`src/rtl/instruction_loader_pkg.sv`:
```
// Shared types and constants for the instruction loader and its byte packer.
package instruction_loader_pkg;

    localparam int unsigned INSTR_WIDTH    = 32;
    localparam int unsigned BYTES_PER_WORD = 4;
    localparam int unsigned BYTE_IDX_W     = $clog2(BYTES_PER_WORD);

    typedef enum logic [1:0] {
        StIdle  = 2'd0,
        StRecv  = 2'd1,
        StWrite = 2'd2,
        StDone  = 2'd3
    } state_e;

endpackage

```
`src/rtl/instruction_loader_byte_packer.sv`:
```
// Assembles incoming bytes into little-endian instruction words and flags the
// transfer that completes a word.
module instruction_loader_byte_packer
    import instruction_loader_pkg::*;
(
    input  logic                   clk_i,
    input  logic                   reset_i,
    input  logic                   clear_i,
    input  logic                   accept_i,
    input  logic [7:0]             byte_i,
    output logic [INSTR_WIDTH-1:0] word_o,
    output logic                   word_complete_o
);

    logic [BYTE_IDX_W-1:0]  byte_count_q, byte_count_d;
    logic [INSTR_WIDTH-1:0] word_q, word_d;

    always_comb begin
        byte_count_d = byte_count_q;
        word_d       = word_q;
        if (clear_i) begin
            byte_count_d = '0;
            word_d       = '0;
        end else if (accept_i) begin
            word_d[8*byte_count_q +: 8] = byte_i;
            byte_count_d                = byte_count_q + 1'b1;
        end
    end

    // word_o includes the byte being accepted so the completing transfer
    // can be latched by the parent in the same cycle.
    assign word_o          = word_d;
    assign word_complete_o = accept_i && !clear_i &&
                             (byte_count_q == BYTE_IDX_W'(BYTES_PER_WORD - 1));

    always_ff @(posedge clk_i) begin
        if (reset_i) begin
            byte_count_q <= '0;
            word_q       <= '0;
        end else begin
            byte_count_q <= byte_count_d;
            word_q       <= word_d;
        end
    end

endmodule

```
`src/rtl/instruction_loader.sv`:
```
// Loads a byte stream into instruction memory one 32-bit word at a time while
// holding the core stalled.
module instruction_loader
    import instruction_loader_pkg::*;
#(
    parameter int unsigned           ADDR_WIDTH  = 64,
    parameter int unsigned           DEPTH_WORDS = 64,
    parameter logic [ADDR_WIDTH-1:0] BASE_ADDR   = '0
) (
    input  logic                   clk,
    input  logic                   reset,
    input  logic                   start,
    input  logic [15:0]            num_words,
    input  logic                   byte_valid,
    input  logic [7:0]             byte_data,
    output logic                   byte_ready,
    output logic                   mem_we,
    output logic [ADDR_WIDTH-1:0]  mem_addr,
    output logic [INSTR_WIDTH-1:0] mem_wdata,
    output logic                   cpu_hold,
    output logic                   busy,
    output logic                   done,
    output logic                   error
);

    state_e                 state_q, state_d;
    logic [15:0]            num_words_q, num_words_d;
    logic [15:0]            word_idx_q, word_idx_d;
    logic [ADDR_WIDTH-1:0]  mem_addr_q, mem_addr_d;
    logic [INSTR_WIDTH-1:0] mem_wdata_q, mem_wdata_d;
    logic                   error_q, error_d;
    logic                   packer_clear;
    logic                   word_complete;
    logic [INSTR_WIDTH-1:0] packed_word;

    instruction_loader_byte_packer u_byte_packer (
        .clk_i           (clk),
        .reset_i         (reset),
        .clear_i         (packer_clear),
        .accept_i        (byte_valid && byte_ready),
        .byte_i          (byte_data),
        .word_o          (packed_word),
        .word_complete_o (word_complete)
    );

    always_comb begin
        state_d      = state_q;
        num_words_d  = num_words_q;
        word_idx_d   = word_idx_q;
        mem_addr_d   = mem_addr_q;
        mem_wdata_d  = mem_wdata_q;
        error_d      = error_q;
        packer_clear = 1'b0;

        unique case (state_q)
            StIdle, StDone: begin
                if (start) begin
                    packer_clear = 1'b1;
                    error_d      = 1'b0;
                    num_words_d  = num_words;
                    word_idx_d   = '0;
                    if (num_words == 16'd0) begin
                        state_d = StDone;
                    end else if (32'(num_words) > DEPTH_WORDS) begin
                        error_d = 1'b1;
                        state_d = StDone;
                    end else begin
                        state_d = StRecv;
                    end
                end
            end
            StRecv: begin
                if (word_complete) begin
                    mem_addr_d  = BASE_ADDR + (ADDR_WIDTH'(word_idx_q) << 2);
                    mem_wdata_d = packed_word;
                    state_d     = StWrite;
                end
            end
            StWrite: begin
                word_idx_d = word_idx_q + 16'd1;
                state_d    = (word_idx_q + 16'd1 == num_words_q) ? StDone : StRecv;
            end
            default: state_d = StIdle;
        endcase
    end

    assign byte_ready = (state_q == StRecv);
    assign mem_we     = (state_q == StWrite);
    assign busy       = (state_q == StRecv) || (state_q == StWrite);
    assign cpu_hold   = busy;
    assign done       = (state_q == StDone);
    assign error      = error_q;
    assign mem_addr   = mem_addr_q;
    assign mem_wdata  = mem_wdata_q;

    always_ff @(posedge clk) begin
        if (reset) begin
            state_q     <= StIdle;
            num_words_q <= '0;
            word_idx_q  <= '0;
            mem_addr_q  <= '0;
            mem_wdata_q <= '0;
            error_q     <= 1'b0;
        end else begin
            state_q     <= state_d;
            num_words_q <= num_words_d;
            word_idx_q  <= word_idx_d;
            mem_addr_q  <= mem_addr_d;
            mem_wdata_q <= mem_wdata_d;
            error_q     <= error_d;
        end
    end

endmodule

```
`config.mk`:
```
export PLATFORM = sky130hd
export DESIGN_NAME = instruction_loader
export DESIGN_NICKNAME = d
export VERILOG_FILES = /design/src/rtl/instruction_loader_pkg.sv /design/src/rtl/instruction_loader_byte_packer.sv /design/src/rtl/instruction_loader.sv
export SDC_FILE = /design/constraint.sdc
export NUM_CORES = 1
export LEC_CHECK = 0
export BUFFER_PORTS_ARGS = -buffer_cell sky130_fd_sc_hd__buf_2
export CORE_ASPECT_RATIO = 1.5
export CORE_MARGIN = 2
export CORE_UTILIZATION = 49
export CTS_CLUSTER_SIZE = 28
export DETAILED_ROUTE_END_ITERATION = 8
export GPL_ROUTABILITY_DRIVEN = 0
export HOLD_SLACK_MARGIN = 0.03
export PLACE_DENSITY = 0.76
export SETUP_SLACK_MARGIN = 0.5
export SYNTH_ARGS = -nofsm -noshare
export SYNTH_HDL_FRONTEND = slang
export SYNTH_HIERARCHICAL = 1
export SYNTH_SLANG_ARGS = --single-unit
```
`constraint.sdc`:
```
create_clock -name clk -period 2.98 [get_ports clk]
set_input_delay 0.596 -clock clk [delete_from_list [all_inputs] [get_ports clk]]
set_output_delay 0.596 -clock clk [all_outputs]
set_load 0.02 [all_outputs]
```
==> reports/qor.yml <==
wl_per_cell_um: 14.1
hold_viol_final: 0
cp-start-kind: "register"
num_vias: 4982
hpwl_mm: 9.19
dr_wl_met2_mm: 7.21
wl_mm: 13.5
async_reset_ff_frac: 0
pin_count: 130
finalSetupViolCount: 0
yosysWarnings: 6
max_freq_mhz: 411
nNetsFinal: 837
p_leak_nw: 2.81
fin_tns_setup_ns: 0
syn_inst: 733
vias_per_cell: 5.18
postRouteAntennaNets: 0
hold_buffers: 0
clk_latency_ns: 0.41
slowest_stage: "or4_1"
synth_top_area_share: 0.407
max_stage_delay_ns: 0.58
crit_type: "register to register"
grt_use_total: 0.220
ys_top_cells_by_area: "dfxtp_1 41%, nand2_1 9.7%, a21oi_1 7.3%"
drt_iter0_markers: 206
outcome: "completed"
synth_top_family_by_area: "simple AND/OR/NAND/NOR gates"
remaining_drc_errors: 0
path_clk_slew_ns: 0.05
synth_flop_cell: "dfxtp_1"
finalClockSkew_ns: 0.00983
tightest_slew_ns: 0.847
clock_sinks: 117
row_count: 48
synth_area_leader_cell: "dfxtp_1"
peakVddDrop_uv: 598
grt_pass1_vias: 4589
drive_gt1_frac: 0.190
die_h_um: 137
hold_path.class: "input pin to register"
end_kind: "register"
syn_area_per_cell_sq_um: 7.85
crit_required_ns: 3.29
grt_pass1_wl_mm: 22.0
grt_overflow: 0
chipWidth_um: 92.5
cp_max_fo: 10
period_minus_slack_ns: 2.43
synthesis.area_sq_mm: 0.00575
synthSimpleGateAreaFrac: 0.265
report.final.slew_viol_count: 0
tritoncts: "done"
dieArea_sq_mm: 0.0126
powerDensity_mw_per_mm2: 748
finalCritPeriodShare: 0.816
grt_setup_unrepaired: "true"
slew-limit-headroom: 0.421
routed.top_layer: "met4"
synth-compound-area-share: 0.156
htree_levels: 4
antenna_found_initial: 0
ctsLongestPathBuffers: 2
cts_buffers: 17
power_mw: 5.06
dpl_cell_area_sq_mm: 0.00610
core_area_sq_mm: 0.0115
cts_root_buf: "clkbuf_16"
synth-edff-count: 0
dr_wl_met3_um: 690
synthAdderAreaFrac: 0.0217
diodes: 0
synth_mux_area_frac: 0.00174
yosys.area_share.xor_xnor: 0.0411
synth_cell_types: 56
layout_commonest_cell: "nand2_1"
final_area_sq_mm: 0.00677
drt-met1-wl_mm: 5.42
start_util: 0.502
drt_first_pass_iters: 4
port_buffers: 81
max-cap-violations: 0
grt_max_degree: 84
critical_path.cell_chain: "nand4_1, or4_1, xnor2_1, a211oi_1, o2111ai_1, o32ai_1"
final_cell_mix: "147 x nand2_1, 115 x dfxtp_1, 95 x nor2_1"
syn_to_final_growth_pct: 17.6
synth-seq-cells: 117
fin_util: 0.590
synth_seq_area_share: 0.407
critPathArrivalTime_ns: 2.75
[stage by stage]
stage / hold slack (ns) / setup slack, ns / cells
after CTS: 0.418 / 0.520 / 962
after floorplan: 0.448 / 0.541 / 780
after global placement: 0.438 / 0.546 / 929
final: 0.434 / 0.547 / 962
after detailed placement: 0.444 / 0.481 / 929
after global routing: 0.431 / 0.427 / 962
[power by group]
group | internal, mW | switching [mW]
combinational | 0.361 | 0.738
clock | 1.55 | 0.687
sequential | 1.65 | 0.0788
total | 3.56 | 1.50
[cell usage after synthesis, types with 2 or more instances]
cell        n
buf_2      14
or3_1       3
nor3_2      2
nor3_1      7
a31oi_1     2
nor4_1      3
a22oi_1    18
or4_1       3
and4b_2     7
nand2_1   149
dfxtp_1   117
nor2_1     96
o21ai_0     3
o21ai_1     6
inv_1       7
and3_1     14
or4b_1      2
a21o_1      4
nand4_1     4
nor2b_1     2
buf_1       4
nor3b_2     2
xnor2_1    18
a32oi_1    12
a32oi_2     3
ha_1       10
buf_4      50
inv_2       2
a211oi_1    4
nand3_1     7
and2_1     17
clkbuf_1   26
xor2_1      9
a21oi_1    84
[sequential cells by signal, summed over array words and instances (netlist names)]
name	count
mem_wdata	32
u_byte_packer/word_q	32
mem_addr	16
u_byte_packer/byte_count_q	2
state_q	2
num_words_q	16
error	1
word_idx_q	16
[cells by family (layout without fill, tap and decap cells)]
kind of cell / Yosys count / count (layout)
buffers and inverters: 105 / 137
muxes: 1 / 1
other: 1 / 48
AOI/OAI and AO/OA: 144 / 144
adders and majority gates: 10 / 10
and+or+nand+nor: 328 / 328
xor gates and xnor gates: 27 / 27
DFF: 117 / 117
[worst max-delay path, delay by kind of cell, from the launching register on]
kind	cells	cell delay, ns
compound gates	3	0.84
xor+xnor	1	0.16
flops	1	0.52
simple gates	2	0.83
[area by class of cell]
type | count | area [sq um]
inverter | 9 | 36.3
multi-input combinational | 558 | 3030
clock buffer | 23 | 478
tap | 150 | 188
clock inverter | 9 | 173
timing repair buffer | 96 | 518
fill | 1077 | 4710
sequential | 117 | 2350
[final timing paths]
check,from,end,slack (ns),cells after the start
setup reg to reg,word_idx_q[2],state_q[1],0.55,6
hold / removal,num_words[9],num_words_q[9],0.43,3
hold reg to reg,mem_wdata[14],mem_wdata[14],0.45,2
setup / recovery,word_idx_q[2],state_q[1],0.55,6
[repair_timing]
item                       4_1_cts  5_1_grt
setup buffers                    1        0
pin swaps                        1        0
gates resized for setup          0        4
setup endpoints to repair        1        7
[routing by layer]
layer | vias to the layer above | track usage
li1 | 2513 | -
met2 | 150 | 0.402
met3 | 16 | 0.0507
met4 | 0 | 0.0854
met1 | 2303 | 0.246
met5 | - | 0
No activity file was read; power rests on OpenSTA's default activity.
